`src/rtl/tiny_fetch.sv`:
```
// tiny_fetch: instruction fetch stage feeding the tiny CPU execute stage.
//
// Owns the program counter, issues reads to a synchronous ROM with a fixed
// 1-cycle read latency, buffers returned words in a DEPTH-entry prefetch FIFO,
// and presents instruction + PC pairs over a valid/ready handshake. A redirect
// from the execute stage flushes all prefetched and in-flight words and
// restarts fetch at redirect_pc.
//
// Ports:
//   CLK          in   system clock, all state on rising edge
//   RST_N        in   asynchronous active-low reset
//   rom_rd       out  ROM read strobe (combinational from state and inputs)
//   rom_addr     out  ROM word address
//   rom_data     in   ROM read data, valid the cycle after rom_rd
//   redirect     in   flush and restart fetch at redirect_pc
//   redirect_pc  in   new fetch address
//   ir_valid     out  instruction available at the FIFO head
//   ir           out  instruction word
//   ir_pc        out  word address of ir
//   ir_ready     in   execute stage accepts ir this cycle
module tiny_fetch #(
    parameter int                 ADDR_W   = 4,
    parameter int                 DEPTH    = 2,
    parameter logic [ADDR_W-1:0]  RESET_PC = {ADDR_W{1'b0}}
) (
    input  logic              CLK,
    input  logic              RST_N,
    output logic              rom_rd,
    output logic [ADDR_W-1:0] rom_addr,
    input  logic [31:0]       rom_data,
    input  logic              redirect,
    input  logic [ADDR_W-1:0] redirect_pc,
    output logic              ir_valid,
    output logic [31:0]       ir,
    output logic [ADDR_W-1:0] ir_pc,
    input  logic              ir_ready
);

    localparam int            PW      = $clog2(DEPTH);
    localparam int            CW      = PW + 1;
    localparam logic [CW:0]   L_DEPTH = (CW + 1)'(DEPTH);

    logic [ADDR_W-1:0] r_pc;
    logic [ADDR_W-1:0] r_tag;        // address issued last cycle
    logic              r_inflight;   // a ROM word arrives this cycle

    logic [31:0]       r_mem_data [DEPTH];
    logic [ADDR_W-1:0] r_mem_pc   [DEPTH];
    logic [PW-1:0]     r_wr_ptr;
    logic [PW-1:0]     r_rd_ptr;
    logic [CW-1:0]     r_count;

    logic              w_pop;
    logic              w_push;
    logic [CW:0]       w_occ;

    // Handshake, response capture and projected FIFO occupancy.
    always_comb begin
        w_pop  = ir_valid & ir_ready;
        w_push = r_inflight & ~redirect;
        // Entries stored plus the word on its way, minus the one leaving now.
        // Never negative: a pop implies r_count >= 1.
        w_occ  = {1'b0, r_count} + {{CW{1'b0}}, r_inflight} - {{CW{1'b0}}, w_pop};
    end

    // ROM request: a redirect always issues; otherwise only while space remains
    // for the new word once it returns. ir_ready reaches rom_rd combinationally.
    always_comb begin
        if (redirect) begin
            rom_rd   = 1'b1;
            rom_addr = redirect_pc;
        end else begin
            rom_rd   = (w_occ < L_DEPTH);
            rom_addr = r_pc;
        end
    end

    // Output side: FIFO head, forced to zero while empty.
    always_comb begin
        ir_valid = (r_count != {CW{1'b0}});
        if (ir_valid) begin
            ir    = r_mem_data[r_rd_ptr];
            ir_pc = r_mem_pc[r_rd_ptr];
        end else begin
            ir    = 32'd0;
            ir_pc = {ADDR_W{1'b0}};
        end
    end

    // Program counter, in-flight flag and response tag.
    always_ff @(posedge CLK or negedge RST_N) begin
        if (!RST_N) begin
            r_pc       <= RESET_PC;
            r_tag      <= {ADDR_W{1'b0}};
            r_inflight <= 1'b0;
        end else begin
            r_inflight <= rom_rd;
            r_tag      <= rom_addr;
            if (redirect) begin
                r_pc <= redirect_pc + ADDR_W'(1);
            end else if (rom_rd) begin
                r_pc <= r_pc + ADDR_W'(1);
            end else begin
                r_pc <= r_pc;
            end
        end
    end

    // Prefetch FIFO: a redirect discards everything, including this cycle's
    // returning word; push and pop in the same cycle leave the count unchanged.
    always_ff @(posedge CLK or negedge RST_N) begin
        if (!RST_N) begin
            for (int i = 0; i < DEPTH; i++) begin
                r_mem_data[i] <= 32'd0;
                r_mem_pc[i]   <= {ADDR_W{1'b0}};
            end
            r_wr_ptr <= {PW{1'b0}};
            r_rd_ptr <= {PW{1'b0}};
            r_count  <= {CW{1'b0}};
        end else if (redirect) begin
            r_wr_ptr <= {PW{1'b0}};
            r_rd_ptr <= {PW{1'b0}};
            r_count  <= {CW{1'b0}};
        end else begin
            if (w_push) begin
                r_mem_data[r_wr_ptr] <= rom_data;
                r_mem_pc[r_wr_ptr]   <= r_tag;
                r_wr_ptr             <= r_wr_ptr + PW'(1);
            end
            if (w_pop) begin
                r_rd_ptr <= r_rd_ptr + PW'(1);
            end
            case ({w_push, w_pop})
                2'b10:   r_count <= r_count + CW'(1);
                2'b01:   r_count <= r_count - CW'(1);
                default: r_count <= r_count;
            endcase
        end
    end

endmodule

```
`config.mk`:
```
export PLATFORM = sky130hd
export DESIGN_NAME = tiny_fetch
export DESIGN_NICKNAME = d
export VERILOG_FILES = /design/src/rtl/tiny_fetch.sv
export SDC_FILE = /design/constraint.sdc
export NUM_CORES = 1
export LEC_CHECK = 0
export CAP_MARGIN = 20
export CORE_MARGIN = 2
export CORE_UTILIZATION = 31
export DETAILED_ROUTE_END_ITERATION = 10
export HOLD_SLACK_MARGIN = 0.08
export SLEW_MARGIN = 20
export SYNTH_ARGS = -nofsm -noshare
export SYNTH_HDL_FRONTEND = slang
export SYNTH_SLANG_ARGS = --single-unit
export TNS_END_PERCENT = 20
```
`constraint.sdc`:
```
create_clock -name CLK -period 2.42 [get_ports CLK]
set_input_delay 0.484 -clock CLK [delete_from_list [all_inputs] [get_ports CLK]]
set_output_delay 0.484 -clock CLK [all_outputs]
set_load 0.02 [all_outputs]
```
* Yosys cells after proc, flatten, opt, wreduce, memory -nomap -nowiden *
Cells that the tools add are included.

storage, ports and cells
  bits in registers = 85
  word-level logic and storage cells = 60

operators by class
  reduce and logical (&&, ||, !) cells = 7
  bitwise logic cells = 5
  equality and inequality tests = 2
  $add $sub $neg = 8
  multiplexer cells = 24
  order comparisons = 4

operators with widths
  cell                   count
  $mux W32               5
  $bwmux W64             1
  $demux W32 S1          1
  $mux W4                8
  $add A4 B1 Y4 const B  2
  $bwmux W8              1
  $reduce_bool A2 Y1     4
  $mux W1                5
  $demux W4 S1           1
  $ge A2 B2 Y1 const B   2
  $not A1 Y2             2
  $pmux W2 S2            1
  $add A2 B1 Y3          1
  $lt A3 B2 Y1 const B   1
  $reduce_bool A3 Y1     1
  $sub A3 B1 Y3          1
  $add A1 B1 Y1 const B  2
  $add A2 B1 Y2 const B  1
  $and A1 B1 Y1          2
  $eq A2 B1 Y1 const B   1
  $eq A2 B2 Y1 const B   1
  $lt A2 B1 Y1 const B   1
  $mux W2                1
  $reduce_and A2 Y1      1
  3 further kinds        3

* Longest topological paths before layout *
  depth after elaboration = 7
  gate-level depth with buffers = 8
  depth with buffers taken out = 7

* Least setup slack after synthesis *
OpenSTA, ideal clock, no wires.

  path type = register to output
  start = reg r_count[1]
  end = out rom_rd
  required time = 1.936 ns
  slack = 0.125 ns
  arrival time = 1.811 ns
  cell stages (with the launch flop) = 9
  path through = dfrtp_1 buf_6 and3b_1 o21a_1 inv_1 fa_1 xnor2_1 a21oi_2 inv_1

on the way
  word-level cells in the longest chain between the ends = 5

ends and longest elaborated chain
  what                                                                   line  RTL
  start: declaration                                                     51    logic [CW-1:0] r_count;
  start signal: assignment                                               119   r_count <= {CW{1'b0}};
  start signal: assignment                                               123   r_count <= {CW{1'b0}};
  start signal: assignment                                               134   2'b10: r_count <= r_count + CW'(1);
  parallel branches: the longest is 2 deep, another holds $add A2 B1 Y3  -
  $sub A3 B1 Y3 *                                                        63    w_occ = {1'b0, r_count} + {{CW{1'b0}}, r_inflight} - {{CW{1'b0}}, w_pop};
  $lt A3 B2 Y1 *                                                         73    rom_rd = (w_occ < L_DEPTH);
  $mux W1 *                                                              69    if (redirect) begin
  end: declaration                                                       28    output logic rom_rd,

Mark *: on every way between the ends.

* Worst setup path in the final report *
  start = in ir_ready
  end = out rom_rd

on the way
  word-level cells in the longest chain between the ends = 4

ends and longest elaborated chain
  what                line  RTL
  start: declaration  36    input logic ir_ready
  $and A1 B1 Y1       59    w_pop = ir_valid & ir_ready;
  $sub A3 B1 Y3       63
  $lt A3 B2 Y1        73
  $mux W1             69

No other way between the ends.

==> impl_metrics.yaml <==
status:
  outcome: "finished, violations left"
  failed_checks: "setup timing"
power:
  p_per_area_nw_per_um2: 1180
  p_total_uw: 6690
  ir_drop_v: 0.000435
  p_leak_uw: 0.00285
grt:
  grt_util_all_layers: 0.135
  met1_usage: 0.176
  grt_first_pass_wirelength_um: 14900
  grt_pass1_vias: 2804
  grt_overflow: 0
  grtUsageMet3: 0.0356
  top_usage_layer: "met2"
  antenna_found_initial: 0
  grt_max_degree: 45
  met2_usage: 0.216
timing:
  setup_viol: 1
  layout_min_cycle_time_ns: 2.57
  fin_crit_sh: 1.06
  finalMaxSlewViolations: 0
  whs_ns: 0.136
  finClkSkew_ns: 0.00644
  worstMarginPinSlew_ns: 0.564
  hold_viol_final: 0
  rsz0062_at_grt: "true"
  fmax_mhz: 389
  relSlewSlack: 0.624
  fin_ws_ns: -0.151
critical_path:
  arrival_ns: 2.09
  critical_path.most_common_cell: "buf_4"
  crit_buf_inv: 5
  required_ns: 1.94
  path_cells: "dlygate4sd2_1, and3b_1, buf_4, buf_4, fa_2, xnor2_2, a21oi_2, inv_2, buf_6"
  critPathKind: "primary input to output pin"
  crit_family: "buffers and inverters"
  path_max_fanout: 4
  critPathMaxStageDelay_ns: 0.35
  slowest_stage: "fa_2"
  crit_path_end_kind: "output pin"
  startpoint_type: "primary input"
routing:
  via_per_inst: 4.51
  routed_wl_um: 9000
  drc: 0
  num_vias: 2586
  dr.pass1.iters: 4
  drt_iter0_markers: 124
  ant_nets: 0
  detail_route.wl_per_cell_um: 15.7
final_layout:
  area.growth.synth_to_final_pct: 36.4
  final_net_count: 435
  diodes: 0
  drive_gt1_frac: 0.324
  nFillCells: 1229
logic_synthesis:
  synth.distinct_cells: 32
  synth_flop_cell: "dfrtp_1"
  ys_ff_latch: 85
  syn_area_um2: 4160
  synth_largest_area_cell: "dfrtp_1"
  syn_inst: 291
  synth_area_leaders: "dfrtp_1 51%, mux2_4 22%, mux2i_1 8.9%"
  synth_top_area_frac: 0.511
  yosysWarnings: 0
  seq_area_frac_synth: 0.511
  async_flop_share: 1.00
  netlist_top_cells_count: "85 x dfrtp_1, 60 x mux2_4, 39 x nor2_1, 37 x mux2i_1, 16 x mux2_2"
  synth_fp_nets: 333
  synth.most_common_cell: "dfrtp_1"
  avgSynthCellArea_um2: 14.3
  synth-edff-count: 0
placed_design:
  gp_congestion: 0.734
  port_buffers: 81
  place_worst_setup_slack_ns: -0.811
  dp_hpwl_um: 5730
cts:
  numCtsBuffers: 9
  cts_root_buffer: "clkbuf_16"
  clk_path_buf_depth: 2
  htree_num_levels: 3
  clkTransAtPathRegs_ns: 0.06
  cts_tree: "done"
  insertion_delay_ns: 0.33
  clock-sinks: 85
floorplanning:
  dieArea_um2: 14400
  coreArea_um2: 13200
  fp.dieW_um: 120
  rows: 42
  start_util: 0.315
  boundaryPins: 82
  die_y_um: 120
min_path:
  hp-class: "primary input to async pin"
flow_run:
  cap_violations: 0
-- state kept, by name, summed over array words and instances (netlist names) --
| signal | count |
|---|---|
| r_inflight | 1 |
| r_rd_ptr | 1 |
| r_mem_pc | 8 |
| r_pc | 4 |
| r_tag | 4 |
| r_wr_ptr | 1 |
| r_mem_data | 64 |
| r_count | 2 |
-- worst register-to-register path, stage by stage (launching register included) --
cell and delay [ns]:
dfrtp_1 0.38, and3b_1 0.24, o21a_1 0.15, inv_2 0.05, fa_2 0.37, xnor2_2 0.16, a21oi_2 0.18, buf_4 0.15
mux2_2 0.32
-- routing by layer --
layer / vias up / part of all wire
met2: 49 / 0.49
met4: 0 / 0.011
met1: 1319 / 0.46
met5: - / 0
met3: 5 / 0.035
li1: 1213 / -
-- layout by cell type, fill, tap and decap left out, types with 3 or more instances in the layout --
cell / instances
mux2_4: 60
clkdlybuf4s50_1: 40
nor2_1: 39
dfrtp_1: 84
mux2_2: 16
clkbuf_16: 9
buf_12: 7
buf_4: 21
nand2_1: 3
o21ai_0: 3
dlygate4sd2_1: 19
mux2i_1: 37
dlymetal6s2s_1: 20
-- power breakdown --
group | leakage (uW) | internal, uW | switching [uW]
logic | 0.00171 | 1680 | 1180
registers | 0.00100 | 2090 | 374
clock network | 0.000147 | 827 | 545
-- cells by family after synthesis --
| family | synth area share |
|---|---|
| muxes | 0.349 |
| adders and majority gates | 0.00782 |
| DFF | 0.511 |
| AOI/OAI and AO/OA | 0.0141 |
| buffers and inverters | 0.0475 |
| xor gates and xnor gates | 0.00842 |
| and+or+nand+nor | 0.0620 |
-- repair_timing --
item,4_1_cts,5_1_grt
pin swaps,2,4
hold buffers,0,0
setup buffers,2,2
setup endpoints to repair,38,14
hold endpoints to repair,0,0
gates cloned,1,0
gates resized for setup,25,24
-- metrics by stage --
stage	utilization	setup TNS, ns	cell area (um2)	cells
after global routing	0.430	-0.238	5670	574
final	0.430	-0.151	5670	574
after global placement	0.400	-1.71	5280	553
after floorplan	-	0	4160	291
after detailed placement	0.400	-1.94	5280	553
after CTS	0.425	-0.109	5600	572
-- final timing paths --
path,depth (start not counted),startpoint,slack [ns],end
min reg2reg,1,r_tag[1],0.50,r_mem_pc[5]
min,1,RST_N,0.14,r_mem_data[19]
max,9,ir_ready,-0.15,rom_rd
max reg2reg,8,r_count[0],0.31,r_pc[2]
max in group asynchronous,2,RST_N,1.62,r_rd_ptr
min in group CLK,1,r_tag[1],0.50,r_mem_pc[5]
-- area by class of cell --
cell class | instances | area [um2] | area share
repair buffers | 109 | 1160 | 0.204
inverters | 4 | 15.0 | 0.00265
multi-input cells | 184 | 1860 | 0.327
clock inverters | 4 | 48.8 | 0.00860
well taps | 176 | 220 | 0.0388
flip-flops and latches | 85 | 2130 | 0.375
clock buffers | 12 | 246 | 0.0434
(Power assumes the default switching activity.)
